### config.mk
export PLATFORM = sky130hd
export DESIGN_NAME = rsc_punct_ser
export DESIGN_NICKNAME = d
export VERILOG_FILES = /design/src/rtl/rsc_punct_ser.sv
export SDC_FILE = /design/constraint.sdc
export NUM_CORES = 1
export LEC_CHECK = 0
export ABC_CLOCK_PERIOD_IN_PS = 4250
export BUFFER_PORTS_ARGS = -buffer_cell sky130_fd_sc_hd__buf_2
export CORE_MARGIN = 4
export CORE_UTILIZATION = 56
export DETAILED_ROUTE_END_ITERATION = 12
export GPL_TIMING_DRIVEN = 0
export HOLD_SLACK_MARGIN = 0.12
export PLACE_DENSITY_LB_ADDON = 0.1
export SLEW_MARGIN = 25
export SYNTH_ARGS = -nofsm -noshare
export SYNTH_HDL_FRONTEND = slang
export SYNTH_SLANG_ARGS = --single-unit
### constraint.sdc
create_clock -name clk -period 4.25 [get_ports clk]
set_input_delay 0.2125 -clock clk [delete_from_list [all_inputs] [get_ports clk]]
set_output_delay 0.2125 -clock clk [all_outputs]
set_load 0.01 [all_outputs]
### src/rtl/rsc_punct_ser.sv
// Turbo-encoder output stage: punctures 4-bit RSC symbols to rate 1/4, 1/3 or 1/2,
// buffers them in a small FIFO and serializes the kept bits onto a ready/valid bit stream.
// Optional: define RSC_PUNCT_BITCNT_EN to add a 16-bit transferred-bit counter output.
module rsc_punct_ser #(
    parameter int DEPTH = 8,
    parameter int AW    = 3
) (
    input  logic          clk,
    input  logic          reset,
    input  logic [3:0]    sym_in,
    input  logic          sym_valid,
    input  logic [1:0]    rate_sel,
    input  logic          sync_clr,
    input  logic          ser_ready,
    output logic          ser_out,
    output logic          ser_valid,
    output logic [AW:0]   fifo_level,
    output logic          ovf
`ifdef RSC_PUNCT_BITCNT_EN
    ,
    output logic [15:0]   bit_count
`endif
);

    typedef enum logic {
        IDLE  = 1'b0,
        SHIFT = 1'b1
    } state_t;

    localparam logic [AW:0] PTR_ONE    = (AW+1)'(1);
    localparam logic [3:0]  MASK_R14   = 4'b1111;
    localparam logic [3:0]  MASK_R13   = 4'b1011;
    localparam logic [3:0]  MASK_R12_0 = 4'b0011;
    localparam logic [3:0]  MASK_R12_1 = 4'b1001;

    state_t       state_q, state_d;
    logic [AW:0]  wr_ptr_q, rd_ptr_q;
    logic [3:0]   mem_data [DEPTH];
    logic [3:0]   mem_mask [DEPTH];
    logic [3:0]   data_q, data_d;
    logic [3:0]   mask_q, mask_d;
    logic [1:0]   bptr_q, bptr_d;
    logic         phase_q, phase_d;
    logic         ovf_q, ovf_d;

    logic         empty, full, pop, wr_en, overflow;
    logic [3:0]   head_data, head_mask, wr_mask;
    logic [1:0]   head_first, nxt_ptr;
    logic         has_next;

    assign empty      = (wr_ptr_q == rd_ptr_q);
    assign full       = (wr_ptr_q[AW] != rd_ptr_q[AW]) &&
                        (wr_ptr_q[AW-1:0] == rd_ptr_q[AW-1:0]);
    assign head_data  = mem_data[rd_ptr_q[AW-1:0]];
    assign head_mask  = mem_mask[rd_ptr_q[AW-1:0]];
    assign fifo_level = wr_ptr_q - rd_ptr_q;
    assign ovf        = ovf_q;

    // A pop on this edge frees a slot, so a write to a full FIFO still lands.
    assign wr_en    = sym_valid && (!full || pop);
    assign overflow = sym_valid && full && !pop;

    always_comb begin
        wr_mask = MASK_R14;
        case (rate_sel)
            2'd1:    wr_mask = MASK_R13;
            2'd2:    wr_mask = phase_q ? MASK_R12_1 : MASK_R12_0;
            default: wr_mask = MASK_R14;
        endcase
    end

    // Lowest kept bit of the head entry, and next kept bit above the current pointer.
    always_comb begin
        head_first = 2'd0;
        nxt_ptr    = bptr_q;
        has_next   = 1'b0;
        for (int i = 3; i >= 0; i--) begin
            if (head_mask[i]) begin
                head_first = 2'(i);
            end
            if (mask_q[i] && (i > int'(bptr_q))) begin
                nxt_ptr  = 2'(i);
                has_next = 1'b1;
            end
        end
    end

    always_comb begin
        state_d   = state_q;
        data_d    = data_q;
        mask_d    = mask_q;
        bptr_d    = bptr_q;
        pop       = 1'b0;
        ser_valid = 1'b0;
        ser_out   = 1'b0;
        case (state_q)
            IDLE: begin
                if (!empty) begin
                    pop     = 1'b1;
                    data_d  = head_data;
                    mask_d  = head_mask;
                    bptr_d  = head_first;
                    state_d = SHIFT;
                end
            end
            SHIFT: begin
                ser_valid = 1'b1;
                ser_out   = data_q[bptr_q];
                if (ser_ready) begin
                    if (has_next) begin
                        bptr_d = nxt_ptr;
                    end else if (!empty) begin
                        pop    = 1'b1;
                        data_d = head_data;
                        mask_d = head_mask;
                        bptr_d = head_first;
                    end else begin
                        state_d = IDLE;
                    end
                end
            end
            default: state_d = IDLE;
        endcase
    end

    always_comb begin
        phase_d = phase_q;
        if (sync_clr) begin
            phase_d = 1'b0;
        end else if (wr_en) begin
            phase_d = ~phase_q;
        end
        ovf_d = ovf_q;
        if (overflow) begin
            ovf_d = 1'b1;
        end else if (sync_clr) begin
            ovf_d = 1'b0;
        end
    end

    // Storage carries no reset so it can map onto distributed RAM.
    always_ff @(posedge clk) begin
        if (wr_en) begin
            mem_data[wr_ptr_q[AW-1:0]] <= sym_in;
            mem_mask[wr_ptr_q[AW-1:0]] <= wr_mask;
        end
    end

    always_ff @(posedge clk or negedge reset) begin
        if (!reset) begin
            state_q  <= IDLE;
            wr_ptr_q <= '0;
            rd_ptr_q <= '0;
            data_q   <= '0;
            mask_q   <= '0;
            bptr_q   <= '0;
            phase_q  <= 1'b0;
            ovf_q    <= 1'b0;
        end else begin
            state_q <= state_d;
            data_q  <= data_d;
            mask_q  <= mask_d;
            bptr_q  <= bptr_d;
            phase_q <= phase_d;
            ovf_q   <= ovf_d;
            if (wr_en) begin
                wr_ptr_q <= wr_ptr_q + PTR_ONE;
            end
            if (pop) begin
                rd_ptr_q <= rd_ptr_q + PTR_ONE;
            end
        end
    end

`ifdef RSC_PUNCT_BITCNT_EN
    logic [15:0] bitcnt_q;

    assign bit_count = bitcnt_q;

    always_ff @(posedge clk or negedge reset) begin
        if (!reset) begin
            bitcnt_q <= '0;
        end else if (sync_clr) begin
            bitcnt_q <= '0;
        end else if (ser_valid && ser_ready) begin
            bitcnt_q <= bitcnt_q + 16'd1;
        end
    end
`endif

endmodule

==> reports/summary.json <==
{
  "status": "finished clean",
  "r2r-start": "rd_ptr_q[1]",
  "post_cts.repair.setup_buffers": 0,
  "detail-route-antenna-nets": 0,
  "htree_num_levels": 3,
  "num_rows": 27,
  "timing.rr.end": "mem_mask[6][3]",
  "floorplan.core_area_sq_um": 5610,
  "residual_overflow_from_global_routing": 0,
  "synth_area_per_cell_sq_um": 15.8,
  "timing.critical_path.fanout_max": 10,
  "layoutNonFillerInstCount": 317,
  "switching_share_pct": 34.9,
  "hold-path-cell-count": 1,
  "ff2ff_path_depth": 9,
  "worst_slew_pin_slew_ns": 0.857,
  "mostFrequentLayoutCells": "sky130_fd_sc_hd__edfxtp_1, sky130_fd_sc_hd__dfrtp_1, sky130_fd_sc_hd__buf_2",
  "area_post_placement_sq_um": 3520,
  "layout_commonest_cell": "sky130_fd_sc_hd__edfxtp_1",
  "tritoncts": "done",
  "layout_setup_ws_ns": 0.820,
  "grt_setup_unrepaired": "no",
  "timing_max_transition_violations_final": 0,
  "pwr-share-seq_pct": 39.1,
  "place_hpwl_um": 4380,
  "synthesis.yosys.warnings": 0,
  "critPathMaxStageDelay_ns": 0.72,
  "leakage_nw": 1.42,
  "clk_root_buffer_cell": "sky130_fd_sc_hd__clkbuf_8",
  "worst_skew_pair_latency_ns": 0.34,
  "routed-via-count": 1855,
  "first_pass_iters": 6,
  "port_buffer_count": 17,
  "syn-num-nets": 228,
  "switchingPower_w": 0.000983,
  "synth_sequential_area_ratio_pct": 66.0,
  "critPathCaptureType": "flop",
  "routedWlPerCell_um": 20.3,
  "numCtsBuffers": 9,
  "max_clock_freq_mhz": 292,
  "min-delay-path-class": "in2reg",
  "final-hold-violation-count": 0,
  "grt_start_max_net_pins": 21,
  "number_of_antenna_violations_at_the_first_check_in_global_routing": 0,
  "antennaDiodeCount": 0,
  "ios": 18,
  "post-place-ws_ns": 0.802,
  "cts.sink_count": 76,
  "place.detailed.instances": 299,
  "setup_violations": 0,
  "post_synth_instance_area_sq_um": 3310,
  "first_global_vias": 1996,
  "drv_cap": 0,
  "timing.critical_path.required_ns": 4.22,
  "cp_slowest_cell": "sky130_fd_sc_hd__nor3_2",
  "nets": 259,
  "post-route-cell-area_sq_um": 3760,
  "drive_gt1_share_pct": 27.3,
  "initial_cell_density_of_the_core_pct": 59.0,
  "areaGrowthSynthToFinish_pct": 13.7,
  "floorplan.die.height_um": 84.8,
  "final_min_period_over_clock_period_pct": 80.7,
  "cp_num_cells": 9,
  "max-vdd-ir-drop_mv": 0.450,
  "grt_first_pass_wirelength_um": 10600,
  "crit_family": "simple AND/OR/NAND/NOR gates",
  "clk_pin_slew_worst_paths_ns": 0.08,
  "finalCriticalPeriod_ns": 3.43,
  "drt_iter0_drc": 140,
  "startpoint_type": "flop",
  "synth.distinct_cells": 45,
  "timing.hold.ws_ns": 0.144,
  "syn-instance-count": 209,
  "floorplan.die_area_sq_um": 7200,
  "power.clock.fraction_pct": 21.3,
  "timing.reg2reg.setup_slack_ns": 0.82,
  "cellInternalPower_w": 0.00183,
  "critical_path_cell_sequence": "buf_2, buf_1, inv_1, ha_1, nand3_1, nor2_1, o21ai_1, nand2_1, nor3_2",
  "worst-setup-path-type": "reg2reg",
  "die-width_um": 84.8,
  "hold-path-endpoint": "mem_data[4][2]",
  "finalSetupTns_ns": 0,
  "grt.total_usage_pct": 19.9,
  "number_of_synthesized_register_bits": 76,
  "combPwrFrac_pct": 39.7,
  "drc": 0,
  "timing.hold.worst.start": "sym_in[2]",
  "cp.buffers_inverters": 3,
  "max-clock-path-buffers": 2,
  "drt-total-wl_um": 6430,
  "clock_skew_ns": 0.00970,
  "gpl.final_weighted_congestion": 0.792,
  "power.density_cell_area_nw_per_um2": 749,
  "maxSlewHeadroom_pct": 42.6,
  "post_drt_via_cell_ratio": 5.85,
  "critical_path_arrival_ns": 3.40
}
[metrics by stage]
step | power, W | util, %
6_report | 0.00282 | 67.1
4_1_cts | 0.00284 | 67.1
2_1_floorplan | 0.00190 | -
3_3_place_gp | 0.00216 | 62.1
5_1_grt | 0.00299 | 67.1
3_5_place_dp | 0.00224 | 62.9
[routing by layer]
layer | global-route usage, % | wire length (um) | vias up | part of all wire, %
met5 | 0 | 0 | - | 0
met4 | 7.63 | 94 | 0 | 1.5
met3 | 3.98 | 272 | 9 | 4.2
met2 | 33.9 | 3430 | 38 | 53
met1 | 25.3 | 2630 | 953 | 41
li1 | - | - | 855 | -
[synth_stat cells, drive strengths merged]
cell type  number  area (sq um)
dfrtp          20           500
o21ai          12          67.6
nor4            2          18.8
o22ai           1          6.26
a21bo           1          10.0
xor2            2          17.5
nand3           5          25.0
nand2b          4          25.0
ha              7          87.6
fa              1          20.0
and2            1          6.26
a21oi           5          25.0
xnor2           7          68.8
nand2          14          52.6
a221oi          1          8.76
edfxtp         56          1680
o221ai          1          8.76
clkbuf          1          3.75
a21boi          2          15.0
or2             1          6.26
mux4           15           338
a31oi           1          6.26
nor2            7          26.3
nor3            4          20.0
nor2b           1          6.26
a41oi           1          8.76
a21o            2          15.0
buf             6          43.8
or3             2          12.5
or4             1          7.51
and4            1          11.3
mux2            2          26.3
mux2i           7          70.1
inv            14          52.6
o21bai          1          7.51
[power groups by stage]
| stage | clock (W) | sequential (W) | combinational (W) |
|---|---|---|---|
| 6_report | 0.000599 | 0.00110 | 0.00112 |
| 5_1_grt | 0.000641 | 0.00112 | 0.00123 |
| 4_1_cts | 0.000605 | 0.00110 | 0.00113 |
| 3_5_place_dp | 0 | 0.00112 | 0.00113 |
| 3_3_place_gp | 0 | 0.00110 | 0.00106 |
| 2_1_floorplan | 0 | 0.00108 | 0.000820 |
[final cells by class]
class / count / area, sq um
inverters: 14 / 52.6
clock buffers: 11 / 131
plain buffers: 7 / 47.5
flip-flops and latches: 76 / 2180
well taps: 72 / 90.1
multi-input cells: 112 / 1060
repair buffers: 20 / 113
fillers: 402 / 1850
clock inverters: 5 / 85.1
[how the worst max path moves through the flow]
stage           startpoint             end
4_1_cts        rd_ptr_q[1]  mem_mask[6][3]
6_report       rd_ptr_q[1]  mem_mask[6][3]
3_3_place_gp   rd_ptr_q[1]  mem_mask[0][2]
5_1_grt        rd_ptr_q[1]  mem_mask[6][3]
3_5_place_dp   rd_ptr_q[1]  mem_data[4][1]
2_1_floorplan  rd_ptr_q[1]  mem_data[0][0]
[cell families after synthesis]
group	Yosys count	share of synthesized area [%]
simple gates	43	6.58
compound gates	28	5.41
buf+inv	21	3.03
flops	76	66.0
mux	24	13.1
fa+ha+maj	8	3.25
xor+xnor	9	2.61
[flip-flops by register name (all words and copies together), names as in the netlist]
| signal | count |
|---|---|
| wr_ptr_q | 4 |
| mem_mask | 24 |
| bptr_q | 2 |
| data_q | 4 |
| mask_q | 3 |
| rd_ptr_q | 4 |
| phase_q | 1 |
| state_q | 1 |
| ovf | 1 |
| mem_data | 32 |
[repair_timing]
item / in CTS / in global routing
resized for setup: 0 / 0
hold buffers: 2 / 0
hold endpoints to repair: 22 / 0
No activity file was read; power rests on OpenSTA's default activity.
